==> src/rtl/led_pkg.sv <==
// Shared types and constants for the LED strip sequencer and its colour scaler.
package led_pkg;

  localparam int RGB_W = 24;
  localparam int CH_W  = 8;

  typedef enum logic [2:0] {
    S_IDLE,
    S_FETCH,
    S_CAPTURE,
    S_LOAD,
    S_WAIT_DONE,
    S_LATCH,
    S_FINISH
  } seq_state_t;

  function automatic int max_int(input int a, input int b);
    return (a > b) ? a : b;
  endfunction

endpackage

==> src/rtl/led_color_scale.sv <==
// Per-channel brightness scaling: c' = (c * (brightness + 1)) >> 8, purely combinational.
module led_color_scale
  import led_pkg::*;
(
  input  logic [RGB_W-1:0] rgb,
  input  logic [CH_W-1:0]  brightness,
  output logic [RGB_W-1:0] scaled
);

  logic [CH_W:0] gain;

  // brightness+1 makes 255 an exact identity and keeps 0 fully dark
  assign gain = {1'b0, brightness} + {{CH_W{1'b0}}, 1'b1};

  genvar gi;
  generate
    for (gi = 0; gi < RGB_W / CH_W; gi++) begin : g_ch
      assign scaled[gi*CH_W +: CH_W] =
        CH_W'(({{CH_W{1'b0}}, rgb[gi*CH_W +: CH_W]} * {{(CH_W-1){1'b0}}, gain}) >> CH_W);
    end
  endgenerate

endmodule

==> src/rtl/led_strip_sequencer.sv <==
// Frame controller: streams NUM_LEDS scaled pixels from RAM into led_driver, then holds a latch gap.
module led_strip_sequencer
  import led_pkg::*;
#(
  parameter int  NUM_LEDS       = 16,
  parameter int  RESET_CYCLES   = 3840,
  parameter int  TIMEOUT_CYCLES = 4096,
  localparam int AW             = (NUM_LEDS > 1) ? $clog2(NUM_LEDS) : 1
) (
  input  logic             clk,
  input  logic             rst,
  input  logic             start,
  input  logic [CH_W-1:0]  brightness,
  output logic             busy,
  output logic             frame_done,
  output logic             err,
  output logic             pix_rd,
  output logic [AW-1:0]    pix_addr,
  input  logic [RGB_W-1:0] pix_data,
  output logic [RGB_W-1:0] drv_rgb,
  output logic             drv_load,
  input  logic             drv_done
);

  localparam int CW = $clog2(max_int(RESET_CYCLES, TIMEOUT_CYCLES) + 1);

  localparam logic [AW-1:0] LAST_IDX  = AW'(NUM_LEDS - 1);
  localparam logic [CW-1:0] GAP_END   = CW'(RESET_CYCLES - 1);
  localparam logic [CW-1:0] WAIT_END  = CW'(TIMEOUT_CYCLES - 1);

  seq_state_t       state_reg, state_next;
  logic [AW-1:0]    idx_reg, idx_next;
  logic [CW-1:0]    cnt_reg, cnt_next;
  logic [CH_W-1:0]  scale_reg, scale_next;
  logic [RGB_W-1:0] rgb_reg, rgb_next;
  logic             done_prev_reg;
  logic             done_edge;
  logic [RGB_W-1:0] scaled_rgb;

  led_color_scale u_scale (
    .rgb        (pix_data),
    .brightness (scale_reg),
    .scaled     (scaled_rgb)
  );

  // a held done level advances the walk exactly once
  assign done_edge = drv_done & ~done_prev_reg;
  assign pix_addr  = idx_reg;
  assign drv_rgb   = rgb_reg;

  always_ff @(posedge clk or negedge rst) begin
    if (!rst) begin
      state_reg     <= S_IDLE;
      idx_reg       <= '0;
      cnt_reg       <= '0;
      scale_reg     <= '0;
      rgb_reg       <= '0;
      done_prev_reg <= 1'b0;
    end else begin
      state_reg     <= state_next;
      idx_reg       <= idx_next;
      cnt_reg       <= cnt_next;
      scale_reg     <= scale_next;
      rgb_reg       <= rgb_next;
      done_prev_reg <= drv_done;
    end
  end

  always_comb begin
    state_next = state_reg;
    idx_next   = idx_reg;
    scale_next = scale_reg;
    rgb_next   = rgb_reg;
    pix_rd     = 1'b0;
    drv_load   = 1'b0;
    frame_done = 1'b0;
    err        = 1'b0;
    busy       = (state_reg != S_IDLE);

    case (state_reg)
      S_IDLE: begin
        if (start) begin
          scale_next = brightness;
          idx_next   = '0;
          state_next = S_FETCH;
        end
      end
      S_FETCH: begin
        pix_rd     = 1'b1;
        state_next = S_CAPTURE;
      end
      S_CAPTURE: begin
        rgb_next   = scaled_rgb;
        state_next = S_LOAD;
      end
      S_LOAD: begin
        drv_load   = 1'b1;
        state_next = S_WAIT_DONE;
      end
      S_WAIT_DONE: begin
        if (done_edge) begin
          if (idx_reg == LAST_IDX) begin
            state_next = S_LATCH;
          end else begin
            idx_next   = idx_reg + {{(AW-1){1'b0}}, 1'b1};
            state_next = S_FETCH;
          end
        end else if (cnt_reg == WAIT_END) begin
          // driver stalled: abandon the rest of the frame but still latch the strip
          err        = 1'b1;
          state_next = S_LATCH;
        end
      end
      S_LATCH: begin
        if (cnt_reg == GAP_END) begin
          state_next = S_FINISH;
        end
      end
      S_FINISH: begin
        frame_done = 1'b1;
        state_next = S_IDLE;
      end
      default: begin
        state_next = S_IDLE;
      end
    endcase

    // one counter serves both the timeout and the latch gap; every state entry restarts it
    if ((state_next != state_reg) ||
        ((state_reg != S_WAIT_DONE) && (state_reg != S_LATCH))) begin
      cnt_next = '0;
    end else begin
      cnt_next = cnt_reg + {{(CW-1){1'b0}}, 1'b1};
    end
  end

endmodule
==> config.mk <==
export PLATFORM = sky130hd
export DESIGN_NAME = led_strip_sequencer
export DESIGN_NICKNAME = d
export VERILOG_FILES = /design/src/rtl/led_pkg.sv /design/src/rtl/led_color_scale.sv /design/src/rtl/led_strip_sequencer.sv
export SDC_FILE = /design/constraint.sdc
export NUM_CORES = 1
export LEC_CHECK = 0
export CAP_MARGIN = 0
export CORE_UTILIZATION = 50
export DETAILED_ROUTE_END_ITERATION = 10
export DONT_BUFFER_PORTS = 1
export GPL_ROUTABILITY_DRIVEN = 0
export SLEW_MARGIN = 20
export SYNTH_ARGS = -nofsm -noshare
export SYNTH_HDL_FRONTEND = slang
export SYNTH_SLANG_ARGS = --single-unit
==> constraint.sdc <==
create_clock -name clk -period 7.77 [get_ports clk]
set_input_delay 1.554 -clock clk [delete_from_list [all_inputs] [get_ports clk]]
set_output_delay 1.554 -clock clk [all_outputs]
set_load 0.05 [all_outputs]
# == Word-level counts from Yosys, hierarchy flattened ==
# Cells that the tools add are included.
# op_classes
add_sub_neg,3
multipliers,3
n_eq_ne,15
mux,17
bitwise_logic,2
reduce_logical,7
# op_table
operator,count
$mul A8 B9 Y16,3
$eq A13 B12 Y1 const B,2
$pmux W3 S6,1
$mux W3,5
$add A13 B1 Y13 const B,1
$mux W13,1
$mux W4,3
$add A8 B1 Y9 const B,1
$eq A3 B3 Y1 const B,3
$pmux W4 S2,1
$eq A3 B2 Y1 const B,2
$mux W1,6
$ne A2 B2 Y1 const B,3
$ne A3 B3 Y1 const B,2
$add A4 B1 Y4 const B,1
$eq A4 B4 Y1 const B,1
$reduce_and A4 Y1,1
$eq A3 B1 Y1 const B,1
$logic_not A3 Y1,1
$ne A3 B3 Y1,1
$reduce_bool A3 Y1,1
$reduce_and A2 Y1,1
$reduce_bool A2 Y1,1
$and A1 B1 Y1,1
3 further kinds,3
# totals
ff_bits,53
inputBits,36
out_inout_bits,33
wordCells,53

# == Longest topological paths before layout ==
# Gate-level depths: netlist of the first run.
# depth
ltp_word,7
depth_mapped,20
ltp_nobuf,19

# == Hierarchy ==
# Synthesis of the first run repeated with hierarchy kept, for this count alone.
# unflattened
cells_unflattened,930
hier_area_um2,8846.0
# modules_own_cells
module,instances,cells_each,area_each_um2,seq_area_each_um2
led_color_scale,1,740,6436.2,0.0
led_strip_sequencer,1,190,2409.8,1326.3

# == Worst setup path after synthesis of the first run ==
# Ideal clock, no wire load.
# synth_timing
path_type,input to register
startpoint,input pix_data[7]
endpoint,register rgb_reg[7] (netlist: drv_rgb[7])
setup_ns,0.069
arrival_ns,5.591
t_required_ns,7.701
setup_slack_ns,2.110
stages,14
n_path_buf,0
cell_sequence,and2_1 -> fa_1 -> fa_1 -> fa_1 -> inv_1 -> fa_1 -> inv_1 -> ha_1 -> a21o_1 -> a221o_1 -> a21o_1 -> a31o_2 -> a2111o_1 -> nand3_1
# synth_between
elab_chain_len,1
# synth_lines
element,line,text
"start, declared",led_strip_sequencer.sv:19,"input logic [RGB_W-1:0] pix_data,"
$mul A8 B9 Y16,led_color_scale.sv:19,"CH_W'(({{CH_W{1'b0}}, rgb[gi*CH_W +: CH_W]} * {{(CH_W-1){1'b0}}, gain}) >> CH_W);"
"end signal, assigned",led_strip_sequencer.sv:64,rgb_reg <= rgb_next;
"end, declared",led_strip_sequencer.sv:35,"logic [RGB_W-1:0] rgb_reg, rgb_next;"
# Every way passes these cells.
# A chain may end at the register's enable or synchronous reset.

# == Worst setup path after layout of the first run ==
# layout_timing
startpoint,register scale_reg[0]
endpoint,register rgb_reg[21] (netlist: drv_rgb[21])
# layout_between
elab_chain_len,2
# layout_lines
element,line,text
"start, declared",led_strip_sequencer.sv:34,"logic [CH_W-1:0] scale_reg, scale_next;"
"start signal, assigned",led_strip_sequencer.sv:63,scale_reg <= scale_next;
$add A8 B1 Y9,led_color_scale.sv:13,"assign gain = {1'b0, brightness} + {{CH_W{1'b0}}, 1'b1};"
$mul A8 B9 Y16,led_color_scale.sv:19,
# Every way passes these cells.

==> results of run 1 <==
==> critical path: cells and delay by family (launching register included) <==
kind	cells	cell delay (ps)
DFF	1	360
AOI/OAI and AO/OA	3	1230
and+or+nand+nor	5	840
buffers and inverters	4	430
adders and majority gates	5	2390
xor gates and xnor gates	1	750
==> final timing paths <==
check	endpoint	slack [ps]	cells past startpoint
worst min-delay path	cnt_reg[0]$_DFF_PN0_	480	1
worst min register to register	cnt_reg[0]$_DFF_PN0_	480	1
min in group asynchronous	scale_reg[5]$_DFFE_PN0P_	940	0
max in group asynchronous	drv_rgb[19]$_DFFE_PN0P_	6730	0
worst max-delay path	drv_rgb[21]$_DFFE_PN0P_	1660	18
worst max register to register	drv_rgb[21]$_DFFE_PN0P_	1660	18
==> report_power, final <==
group          total (mW)  internal, mW  leakage (nW)  switching (mW)
Clock               0.282         0.164        0.0890           0.118
Combinational       0.674         0.284          4.01           0.390
Sequential          0.294         0.280         0.593          0.0142
==> cell type report <==
class,count,area (um2),area share [%]
inverters,161,604,6.64
multi-input cells,692,6640,72.9
clock buffers,6,139,1.52
flip-flops and latches,53,1330,14.6
well taps,220,275,3.02
clock inverters,2,41.3,0.453
repair buffers,10,75.1,0.824
diodes,1,2.50,0.0275
==> cells by family after synthesis <==
group	after synthesis	share of synthesized area (%)
AOI/OAI and AO/OA	89	6.79
buffers and inverters	189	8.24
muxes	9	1.16
xor gates and xnor gates	49	4.96
and+or+nand+nor	326	21.5
adders and majority gates	219	42.0
DFF	53	15.3
==> cells in the final DEF (no fill, tap or decap), types with 3 or more instances in the layout <==
cell                        instances
sky130_fd_sc_hd__a21o_1             8
sky130_fd_sc_hd__a21oi_1           17
sky130_fd_sc_hd__a221o_1            3
sky130_fd_sc_hd__a31oi_1            4
sky130_fd_sc_hd__a41oi_1            3
sky130_fd_sc_hd__and2_1           119
sky130_fd_sc_hd__and3_1             6
sky130_fd_sc_hd__buf_4             10
sky130_fd_sc_hd__clkbuf_16          5
sky130_fd_sc_hd__dfrtp_1           53
sky130_fd_sc_hd__fa_1             120
sky130_fd_sc_hd__ha_1              99
sky130_fd_sc_hd__inv_1            161
sky130_fd_sc_hd__mux2_2             8
sky130_fd_sc_hd__nand2_1           62
sky130_fd_sc_hd__nand2b_1          12
sky130_fd_sc_hd__nand3_1           15
sky130_fd_sc_hd__nand4_1            6
sky130_fd_sc_hd__nor2_1            24
sky130_fd_sc_hd__nor2b_1           56
sky130_fd_sc_hd__o21a_1             4
sky130_fd_sc_hd__o21ai_0           27
sky130_fd_sc_hd__o21bai_1           4
sky130_fd_sc_hd__or3_1              4
sky130_fd_sc_hd__xnor2_1           25
sky130_fd_sc_hd__xor2_1            23
==> layer usage <==
metal	up-vias	routed length, um	GRT usage [%]	share of wire (%)
li1	2912	-	-	-
met1	3093	8340	31.3	46
met2	104	8770	37.2	48
met3	14	831	3.69	4.6
met4	2	186	4.67	1.0
met5	-	13	0	0.072
==> metrics by stage <==
stage               power [mW]  area [um2]  setup WS [ps]
finish                    1.25        9110           1660
CTS                       1.27        9100           1660
floorplan                0.823        8660           2110
global placement         0.953        8920           1960
detailed placement       0.976        8920           1660
global route              1.38        9110           1270
==> results.md, run 1 <==
Run status:
- The run finished with clean final reports.

Logic synthesis:
- After synthesis, the largest area contributor takes up 27.7% of total cell area.
- The cell count after synthesis came out at 934.
- During synthesis, Yosys emitted a total of 0 warnings.
- When the netlist entered floorplanning its net count stood at 1189.
- Of all flip-flops after synthesis, the portion carrying an async set or reset was 100%.
- Yosys attributes the largest share of cell area to sky130_fd_sc_hd__fa_1, sky130_fd_sc_hd__dfrtp_1, sky130_fd_sc_hd__ha_1.
- In the synthesized netlist the dominant register cell turns out to be sky130_fd_sc_hd__dfrtp_1.
- The sequential cell area fraction in the yosys report is 15.3%.
- Counting instances in the post-synthesis netlist gives the leading cell types as sky130_fd_sc_hd__inv_1, sky130_fd_sc_hd__fa_1, sky130_fd_sc_hd__and2_1.
- The largest area contributor in the synthesized netlist is sky130_fd_sc_hd__fa_1.
- The number of flops mapped to enable cells by yosys is 0.
- The number of synthesized register bits is 53.
- The mean instance size in the synthesized netlist is 9.27 um2.
- The post-synthesis cell type count is 59.
- The post-synth design cell area is 8660 um2.
- Among all cell types in the netlist, the one instantiated most often is sky130_fd_sc_hd__inv_1.

Clock tree:
- The clock buffer count from CTS is 5.
- Post-CTS repair changed the size of 0 cells.
- After clock tree synthesis, the flow added hold-fix buffers numbering 0.
- The CTS tree is yes.
- The longest clock path from root to sink contains 2 buffers.
- Once the clock tree was built, the setup fixing pass inserted 0 buffers.
- The number of sinks driven by the clock tree is 53.
- The tree is rooted in a sky130_fd_sc_hd__clkbuf_16.
- The H-tree depth is 2.
- The clock insertion delay at the later pin of the skew report is 300 ps.
- The register clock-pin slew on the reported worst setup and hold paths is 80 ps.

Timing:
- Setup repair after global routing left no endpoint under its margin.
- The relative max-transition margin is 38.8%.
- For the finished layout, the period the worst path requires is 6110 ps.
- The transition at the pin with the smallest max-transition slack is 915 ps.
- The fraction of the cycle the final worst path needs is 78.6%.
- The final-report max-slew violation count is 0.
- On the final layout, the worst hold slack is 479 ps.
- The total setup violations reported at the end of the flow is 0.
- Between clock sinks in the finished design, the worst skew comes to 8.88 ps.
- For this run, the top clock speed supported by timing is 0.164 GHz.
- The sum of negative setup slack is 0 ps.
- The count of endpoints failing hold in the final timing report is 0.

Final layout:
- The layout net count is 1178.
- The area growth from synthesis to layout is 5.17%.
- The register with the most flip-flops in the layout has 24 of them.
- For this run, the number of standard cells in the final layout without fillers is 1145.
- After filler insertion, the fill cell instance count of the layout stands at 1538.
- Of the cells placed in the final design, the portion with a size suffix greater than 1 is 4.65%.
- The post-layout utilization of the core is 54.3%.

Die:
- The floorplan has 47 rows.
- The die area is 17800 um2.
- The overall die height is 134 um.
- For this configuration, the core starts out at a cell density of 51.7%.
- The number of top-level design ports is 69.
- The width of the die is 134 um.
- The total core area is 16800 um2.

Global route:
- The remaining global-route overflow is 0.
- The via count of the first global-routing pass was 6510.
- Entering global routing, the biggest net connects 54 pins.
- The wire length of the first global-routing pass is 32.1 mm.
- For this run, the total global-route usage over all layers was measured as 22.5%.
- The initial antenna violation count is 2.

Detailed routing:
- Summed over all layers, the routed wires come to 18.1 mm.
- The routed layout has 6125 vias.
- The DRC violation count after routing is 0.
- The post-detailed-route via-to-cell ratio is 5.35.
- The number of DRC markers after the initial detailed-route iteration is 320.
- The pre-antenna-repair detailed-routing pass consisted of 5 iterations.
- The average detailed-routed wire length per instance is 15.8 um.
- Once detail routing completed, the nets flagged for antenna violations numbered 0.

Critical path:
- The startpoint type of the worst setup path is a register.
- In this run the worst setup path begins at scale_reg[0]$_DFFE_PN0P_.
- The worst stage delay on the critical path is 750 ps.
- The signal on the critical path passes through buf_4 > nand2_1 > nor2_1 > xor2_1 > nand2_1 > fa_1 > fa_1 > inv_1 > fa_1 > inv_1 > fa_1 > inv_1 > ha_1 > and3_1 > a2111oi_2 > o21bai_1 > a2111oi_0 > nor3_1.
- The endpoint arrival time on the critical path is 6290 ps.
- Along the worst path, the maximum fanout reaches 24.
- The critical path is of the reg -> reg type.
- The slowest cell on the critical path is sky130_fd_sc_hd__xor2_1.
- The required time of the critical path is 7950 ps.
- The type of element capturing the critical path is a register.
- In this design, the critical path's most frequently occurring cell is sky130_fd_sc_hd__fa_1.
- The startpoint identified for the worst register-to-register timing path is scale_reg[0]$_DFFE_PN0P_.

Placed design:
- After detailed placement, the design holds a cell count of 1136.
- Input and output buffers added on the ports amount to 0.
- Summed over all nets, the half-perimeter wirelength after detailed placement is 14.5 mm.

Flow run:
- The tool flagged a number of max-cap violations equal to 0.

Pwr:
- IR analysis of the VDD net gives a maximum drop of 0.0000968 V.
- Summed over all cells, the static leakage comes to 4.70 nW.
- Power spread over the standard cell area amounts to 137 nW/um2.

Hold path:
- In this run the most critical hold path is launched from cnt_reg[0]$_DFF_PN0_.
- The worst min-delay path category is reg -> reg.
Note: power is estimated with default switching activity, not from simulation.
==> run 2: changes to the inputs <==
--- a/config.mk
+++ b/config.mk
@@ -5,6 +5,7 @@
 export SDC_FILE = /design/constraint.sdc
 export NUM_CORES = 1
 export LEC_CHECK = 0
+export ABC_AREA = 1
 export CAP_MARGIN = 0
 export CORE_UTILIZATION = 50
 export DETAILED_ROUTE_END_ITERATION = 10
==> constraint.sdc (replaced) <==
create_clock -name clk -period 6.14 [get_ports clk]
set_input_delay 1.228 -clock clk [delete_from_list [all_inputs] [get_ports clk]]
set_output_delay 1.228 -clock clk [all_outputs]
set_load 0.05 [all_outputs]
==> results.md, run 2 <==
Global route:
- The initial antenna violation count came to 0 (-2).
- The met2 usage in global routing is 41.6% (+4.4 points).
- The via count of the first global-routing pass is 7791 (+20%).
- The wire length of the first global-routing pass came to 37.6 mm (+17%).
- The maximum number of pins on one net before global-route repair is 54 (unchanged).
- The total routing resource utilization after global routing is 25.7% (+3.1 points).
- The met1 global-route usage is 35.2% (+3.9 points).
- The remaining global-route overflow is 0 (unchanged).
- met2 is the most crowded layer.
- The fraction of met3 tracks used by global routing was 5.11% (+1.4 points).

Logic synthesis:
- The most numerous cell in the Yosys netlist is sky130_fd_sc_hd__nand2_1.
- By area the synthesized netlist is led by sky130_fd_sc_hd__fa_1, sky130_fd_sc_hd__dfrtp_1, sky130_fd_sc_hd__ha_1.
- The number of flops mapped to enable cells by yosys is 0 (unchanged).
- The post-synth design cell area came to 9210 um2 (+6.4%).
- The xor/xnor share of the synthesized area is 2.09% (-2.9 points).
- Ranked by instance count, the synthesized netlist is headed by sky130_fd_sc_hd__nand2_1, sky130_fd_sc_hd__inv_1, sky130_fd_sc_hd__nor2_1.
- The async set-or-reset flop fraction in the synthesized netlist was 100% (unchanged).
- The simple-gate area share of the yosys netlist was 26.4% (+4.9 points).
- The number of instances in the synthesized netlist is 1276 (+37%).
- The complex-gate fraction of the synthesized area was 4.90% (-1.9 points).
- The post-synthesis mux area share is 0% (-1.2 points).
- The mean instance size in the synthesized netlist is 7.22 um2 (-22%).
- The sequential cell area fraction in the yosys report is 14.4% (-0.92 points).
- The largest area contributor in the synthesized netlist is sky130_fd_sc_hd__fa_1.
- The post-synthesis net count is 1531 (+29%).
- By area, the combinational part of the netlist is dominated by adder cells.
- The number of synthesized register bits is 53 (unchanged).
- The fraction of post-synthesis cell area in the top cell type by area came to 26.1% (-1.7 points).
- The synthesis warning total is 0 (unchanged).
- The post-synthesis cell type count is 31 (-47%).
- The adder and majority gate portion of the synthesized area came to 39.5% (-2.5 points).
- The leading register cell type out of synthesis is sky130_fd_sc_hd__dfrtp_1.

Die:
- The die area is 19000 um2 (+6.3%).
- The effective utilization at floorplan is 51.1% (-0.57 points).
- The number of placement rows is 49 (+4.3%).
- The width of the die is 138 um (+3.1%).
- The overall die height came to 138 um (+3.1%).
- The number of top-level design ports is 69 (unchanged).
- The total core area is 18000 um2 (+7.5%).

Critical path:
- The endpoint arrival time on the critical path is 5520 ps (-770 ps).
- STA classifies the critical path endpoint as a register.
- The biggest fanout along the worst timing path is 21 (-13%).
- In this run the critical register-to-register path is captured at drv_rgb[7]$_DFFE_PN0P_.
- The worst-case register-to-register setup slack is 860 ps (-800 ps).
- The launching element of the worst setup path is scale_reg[1]$_DFFE_PN0P_.
- The required time of the critical path is 6380 ps (-1570 ps).
- The class of the most critical setup path is reg -> reg.
- The capturing instance or port of the critical path is drv_rgb[7]$_DFFE_PN0P_.
- The worst setup path is launched from a register.
- The number of cells on the worst reg-to-reg path is 21 (+3).
- The reg-to-reg startpoint is scale_reg[1]$_DFFE_PN0P_.

Detailed routing:
- The remaining antenna violation count is 0 (unchanged).
- The DRC violation count after routing is 0 (unchanged).
- The number of DRC markers after the initial detailed-route iteration is 529 (+65%).
- The routed via count was 7680 (+25%).
- The post-detailed-route via-to-cell ratio came to 5.11 (-4.4%).
- The average detailed-routed wire length per instance is 14.7 um (-7.3%).
- The length of the first detailed-routing pass in iterations is 5 (unchanged).
- The final wirelength is 22.1 mm (+22%).

Final layout:
- The most common cell after layout, fill and taps aside is sky130_fd_sc_hd__nand2_1.
- The flip-flop count of the largest register after layout is 24 (unchanged).
- The share of layout cells above drive strength 1 is 3.46% (-1.2 points).
- The library cells used most frequently in the layout, excluding fill and tap cells, are sky130_fd_sc_hd__nand2_1, sky130_fd_sc_hd__inv_1, sky130_fd_sc_hd__nor2_1.
- The layout net count is 1527 (+30%).
- The signed area change from the synthesized netlist to the final layout is 4.50%.
- The final design instance area without fill was 9620 um2 (+5.7%).
- The diode insertion count for antenna repair is 0 (-1).

Clock tree:
- The number of sinks driven by the clock tree came to 53 (unchanged).
- The register clock-pin slew on the reported worst setup and hold paths is 70 ps (about the same).
- The post-cts sizing count is 0 (unchanged).
- The clock insertion delay at the later pin of the skew report is 310 ps (about the same).
- The number of hold buffers added after cts is 0 (unchanged).
- CTS placed an instance of sky130_fd_sc_hd__clkbuf_16 at the clock tree root.
- The clock buffer count from CTS is 5 (unchanged).
- The buffer count from post-CTS setup fixing is 0 (unchanged).
- The number of buffers on the longest clock path is 2 (unchanged).
- The H-tree depth is 2 (unchanged).
- The CTS tree is yes.

Pwr:
- The power density of the placed cells is 235 nW/um2 (+71%).
- The leakage power summed over all cells was 5.29 nW (+13%).
- The worst vdd rail ir drop was 0.000168 V (+74%).
- The overall power was 2.26 mW (+81%).

Flow run:
- The max-cap check violation count is 0 (unchanged).

Timing:
- The total setup violations reported at the end of the flow is 0 (unchanged).
- The shortest clock period the worst path allows after layout is 5280 ps (-834 ps).
- The final-report max-slew violation count is 0 (unchanged).
- The highest clock rate came to 0.190 GHz (+16%).
- The worst clock skew is 9.39 ps (+0.509 ps).
- Setup repair after global routing left no endpoint under its margin.
- The fraction of the cycle the final worst path needs was 85.9% (+7.3 points).
- The relative max-transition margin is 39.5% (+0.68 points).
- The sum of negative setup slack is 0 ps (unchanged).
- The transition at the pin with the smallest max-transition slack is 907 ps (-8.09 ps).
- The count of endpoints failing hold in the final timing report is 0 (unchanged).

Placed design:
- The count of input and output buffers came to 0 (unchanged).
- The instance area after placement is 9480 um2 (+6.2%).
- The estimated wirelength of the detail-placed design is 18.0 mm (+24%).

Hold path:
- The worst min-delay path category is reg -> reg.

Run status:
- The flow ran to the end, and the final reports show no timing, DRC or antenna violations.
run 2: layout make-up:
cell class / instances / area, um2
multi-input cells: 919 / 6730
fillers: 1867 / 8400
repair buffers: 11 / 82.6
clock buffers: 6 / 129
inverters: 282 / 1060
well taps: 229 / 287
clock inverters: 2 / 15.0
flip-flops and latches: 53 / 1330
run 2: power breakdown:
group / switching [mW] / internal (mW)
sequential: 0.000133 / 0.349
clock: 0.146 / 0.152
combinational: 1.02 / 0.600
run 2: worst min-delay path by stage:
stage / start / endpoint / slack (ps) / depth (start not counted)
4_1_cts: cnt_reg[0]$_DFF_PN0_ / cnt_reg[0]$_DFF_PN0_ / 460 / 1
6_report: cnt_reg[0]$_DFF_PN0_ / cnt_reg[0]$_DFF_PN0_ / 460 / 1
3_5_place_dp: cnt_reg[0]$_DFF_PN0_ / cnt_reg[0]$_DFF_PN0_ / 450 / 1
5_1_grt: cnt_reg[0]$_DFF_PN0_ / cnt_reg[0]$_DFF_PN0_ / 480 / 1
3_3_place_gp: cnt_reg[0]$_DFF_PN0_ / cnt_reg[0]$_DFF_PN0_ / 450 / 1
2_1_floorplan: cnt_reg[0]$_DFF_PN0_ / cnt_reg[0]$_DFF_PN0_ / 430 / 1
run 2: per-layer routing:
layer	part of all wire (%)	routed length [um]
met3	6.6	1470
met4	1.7	374
met2	45	9990
met1	46	10200
met5	0	0
run 2: critical path: stages, from the launching register on:
cell and delay [ps]:
sky130_fd_sc_hd__dfrtp_1 390, sky130_fd_sc_hd__ha_1 200, sky130_fd_sc_hd__nand2_1 70, sky130_fd_sc_hd__nor2_2 190, sky130_fd_sc_hd__nand3_1 120, sky130_fd_sc_hd__and2_1 230
sky130_fd_sc_hd__inv_2 380, sky130_fd_sc_hd__nor2_1 120, sky130_fd_sc_hd__fa_1 570, sky130_fd_sc_hd__fa_1 440, sky130_fd_sc_hd__fa_1 540, sky130_fd_sc_hd__inv_1 50
sky130_fd_sc_hd__fa_1 530, sky130_fd_sc_hd__inv_1 40, sky130_fd_sc_hd__ha_1 340, sky130_fd_sc_hd__a21oi_1 330, sky130_fd_sc_hd__o21ai_0 170, sky130_fd_sc_hd__a21oi_1 200
sky130_fd_sc_hd__nand2_1 80, sky130_fd_sc_hd__nand2_1 60, sky130_fd_sc_hd__nand3_1 70, sky130_fd_sc_hd__nand2_1 90
run 2: cells by family (layout without fill, tap and decap cells):
| logic type | after synthesis | in the layout |
|---|---|---|
| flip-flops | 53 | 53 |
| buffers and inverters | 304 | 301 |
| adder cells (fa/ha/maj) | 219 | 219 |
| AND/OR/NAND/NOR | 589 | 589 |
| AO/OA/AOI/OAI | 89 | 89 |
| XOR/XNOR | 22 | 22 |
run 2: metrics by stage:
step                instances  util [%]  hold WS, ps  setup WS, ps
detailed placement       1494      52.6          452           889
global placement         1494      52.6          450           971
floorplan                1276         -          431          1430
CTS                      1502      53.4          463           878
global route             1502      53.4          482           378
finish                   1502      53.4          458           864
==> run 3: changes to the inputs <==
--- a/config.mk
+++ b/config.mk
@@ -7,10 +7,11 @@
 export LEC_CHECK = 0
 export ABC_AREA = 1
 export CAP_MARGIN = 0
-export CORE_UTILIZATION = 50
+export CORE_UTILIZATION = 30
 export DETAILED_ROUTE_END_ITERATION = 10
 export DONT_BUFFER_PORTS = 1
 export GPL_ROUTABILITY_DRIVEN = 0
+export MAX_ROUTING_LAYER = met4
 export SLEW_MARGIN = 20
 export SYNTH_ARGS = -nofsm -noshare
 export SYNTH_HDL_FRONTEND = slang
==> results.md, run 3 (synthesized netlist as in run 2, its figures left out) <==
Die:
- The number of top-level design ports is 69 (unchanged).
- The effective utilization at floorplan is 30.7% (-20 points).
- The width of the die is 177 um (+29%).
- The total core area is 30000 um2 (+66%).
- The number of placement rows is 63 (+29%).
- The die area was 31400 um2 (+66%).
- The overall die height is 177 um (+29%).

Clock tree:
- The register clock-pin slew on the reported worst setup and hold paths is 100 ps (+30 ps).
- The buffer count from post-CTS setup fixing came to 0 (unchanged).
- The clock buffer count from CTS is 5 (unchanged).
- The number of hold buffers added after cts came to 0 (unchanged).
- The library cell used as clock root buffer is sky130_fd_sc_hd__clkbuf_16.
- The post-cts sizing count is 0 (unchanged).
- The number of buffers on the longest clock path is 2 (unchanged).
- TritonCTS built the clock tree.
- The H-tree depth is 2 (unchanged).
- The clock insertion delay at the later pin of the skew report is 330 ps (+20 ps).
- The number of sinks driven by the clock tree is 53 (unchanged).

Timing:
- The final-report max-slew violation count is 0 (unchanged).
- The relative max-transition margin is 35.2% (-4.3 points).
- The highest clock rate was 0.193 GHz (+1.8%).
- Setup repair after global routing left no endpoint under its margin.
- The worst clock skew was 17.7 ps (+8.31 ps).
- The transition at the pin with the smallest max-transition slack is 972 ps (+64.7 ps).
- The total setup violations reported at the end of the flow is 0 (unchanged).
- The shortest clock period the worst path allows after layout is 5180 ps (-94.4 ps).
- The sum of negative setup slack was 0 ps (unchanged).
- The fraction of the cycle the final worst path needs was 84.4% (-1.5 points).
- The smallest hold slack is 472 ps (+14.4 ps).
- The count of endpoints failing hold in the final timing report is 0 (unchanged).

Flow run:
- The max-cap check violation count came to 0 (unchanged).

Global route:
- The initial antenna violation count is 0 (unchanged).
- The remaining global-route overflow came to 0 (unchanged).
- The via count of the first global-routing pass is 7817 (+0.33%).
- The maximum number of pins on one net before global-route repair came to 54 (unchanged).
- The total routing resource utilization after global routing is 16.3% (-9.4 points).
- The wire length of the first global-routing pass is 39.2 mm (+4.2%).

Critical path:
- The slowest stage of the critical path belongs to the cell sky130_fd_sc_hd__fa_1.
- The worst-case register-to-register setup slack came to 960 ps (+90 ps).
- The startpoint type of the worst setup path is a register.
- Broken down by cell family, the worst path's largest delay share belongs to adder cells.
- The critical path goes through ha_1 > nand2_1 > nor2_2 > nand3_1 > and2_1 > inv_2 > nor2_1 > fa_1 > fa_1 > fa_1 > inv_1 > fa_1 > inv_1 > ha_1 > a21oi_1 > o21ai_0 > a21oi_1 > nand2_1 > nand2_1 > nand3_1 > nand2_1.
- The worst stage delay on the critical path is 570 ps (about the same).
- The buffer and inverter count on the worst path was 3 (unchanged).
- The type of element capturing the critical path is a register.
- The critical path in this run is classified as reg -> reg.
- The required time of the critical path is 6390 ps (about the same).
- The biggest fanout along the worst timing path is 21 (unchanged).
- The endpoint arrival time on the critical path is 5440 ps (-80 ps).

Pwr:
- The sequential share of power came to 15.1% (-0.3 points).
- The combinational share of power is 70.4% (-1.0 points).
- The leakage power summed over all cells came to 5.30 nW (+0.19%).
- The power density of the placed cells is 236 nW/um2 (+0.31%).
- The fraction of power spent switching nets is 51.7% (+0.37 points).
- The overall power is 2.32 mW (+2.5%).
- The reported net switching power is 1.20 mW (+3.2%).
- The worst vdd rail ir drop is 0.000144 V (-15%).
- The fraction of power consumed by the clock network is 14.5% (+1.3 points).
- The internal power of the cells was 1.12 mW (+1.7%).

Detailed routing:
- The post-detailed-route via-to-cell ratio is 4.72 (-7.6%).
- The length of the first detailed-routing pass in iterations came to 5 (unchanged).
- The routed via count was 7850 (+2.2%).
- The final wirelength was 23.5 mm (+6.3%).
- The average detailed-routed wire length per instance was 14.1 um (-3.9%).
- The remaining antenna violation count is 0 (unchanged).
- The number of DRC markers after the initial detailed-route iteration was 401 (-24%).
- The DRC violation count after routing is 0 (unchanged).

Final layout:
- The diode insertion count for antenna repair is 0 (unchanged).
- The signed area change from the synthesized netlist to the final layout is 6.74%.
- The layout net count is 1526 (-0.065%).
- In the layout the commonest cells are sky130_fd_sc_hd__nand2_1, sky130_fd_sc_hd__inv_1, sky130_fd_sc_hd__nor2_1.
- The final instance count without filler cells was 1662 (+11%).
- The share of layout cells above drive strength 1 is 3.46% (about the same).
- The flip-flop count of the largest register after layout came to 24 (unchanged).
- The most common cell after layout, fill and taps aside is sky130_fd_sc_hd__nand2_1.

Placed design:
- The post-placement cell count is 1654 (+11%).
- The count of input and output buffers is 0 (unchanged).
- The estimated wirelength of the detail-placed design is 19.0 mm (+5.5%).

Hold path:
- The worst hold path belongs to the class reg -> reg.

Run status:
- The run finished with clean final reports.
run 3: routing by layer:
metal,track usage [%],wire length [um],vias up
met4,2.69,192,0
met5,-,0,-
met3,3.99,1890,13
li1,-,-,3824
met2,25.9,10700,227
met1,21.2,10700,3786
run 3: worst paths after layout:
check	from	endpoint	cells after the start
max	scale_reg[0]$_DFFE_PN0P_	drv_rgb[7]$_DFFE_PN0P_	21
min	cnt_reg[0]$_DFF_PN0_	cnt_reg[0]$_DFF_PN0_	1
max reg2reg	scale_reg[0]$_DFFE_PN0P_	drv_rgb[7]$_DFFE_PN0P_	21
min reg2reg	cnt_reg[0]$_DFF_PN0_	cnt_reg[0]$_DFF_PN0_	1
max in group asynchronous	rst	cnt_reg[10]$_DFF_PN0_	0
min in group asynchronous	rst	drv_rgb[16]$_DFFE_PN0P_	0
run 3: final cells by class:
cell class	instances	area [um2]
Sequential cell	53	1330
Clock buffer	6	139
Tap cell	390	488
Multi-Input combinational cell	919	6730
Fill cell	3214	20100
Inverter	282	1060
Timing Repair Buffer	10	75.1
Clock inverter	2	17.5
run 3: power groups by stage:
stage          Combinational, mW  Sequential (mW)  Clock (mW)
5_1_grt                     1.90            0.349       0.361
2_1_floorplan               1.27            0.356           0
6_report                    1.63            0.349       0.337
4_1_cts                     1.62            0.349       0.354
3_3_place_gp                1.59            0.356           0
3_5_place_dp                1.61            0.356           0
run 3: worst register-to-register path, cell delays in order, from the launching register on:
cell                      delay (ps)
sky130_fd_sc_hd__dfrtp_1         390
sky130_fd_sc_hd__ha_1            190
sky130_fd_sc_hd__nand2_1          70
sky130_fd_sc_hd__nor2_2          200
sky130_fd_sc_hd__nand3_1         130
sky130_fd_sc_hd__and2_1          220
sky130_fd_sc_hd__inv_2           350
sky130_fd_sc_hd__nor2_1          130
sky130_fd_sc_hd__fa_1            570
sky130_fd_sc_hd__fa_1            440
sky130_fd_sc_hd__fa_1            540
sky130_fd_sc_hd__inv_1            50
sky130_fd_sc_hd__fa_1            520
sky130_fd_sc_hd__inv_1            40
sky130_fd_sc_hd__ha_1            340
sky130_fd_sc_hd__a21oi_1         310
sky130_fd_sc_hd__o21ai_0         150
sky130_fd_sc_hd__a21oi_1         180
sky130_fd_sc_hd__nand2_1          70
sky130_fd_sc_hd__nand2_1          50
sky130_fd_sc_hd__nand3_1          70
sky130_fd_sc_hd__nand2_1         100
run 3: per-stage QoR:
| step | util, % | cell area [um2] | worst slack (ps) |
|---|---|---|---|
| after floorplan | - | 9210 | 1430 |
| after global placement | 32.3 | 9670 | 1110 |
| after detailed placement | 32.3 | 9670 | 1000 |
| after CTS | 32.8 | 9830 | 968 |
| after global routing | 32.8 | 9830 | 600 |
| final | 32.8 | 9830 | 959 |
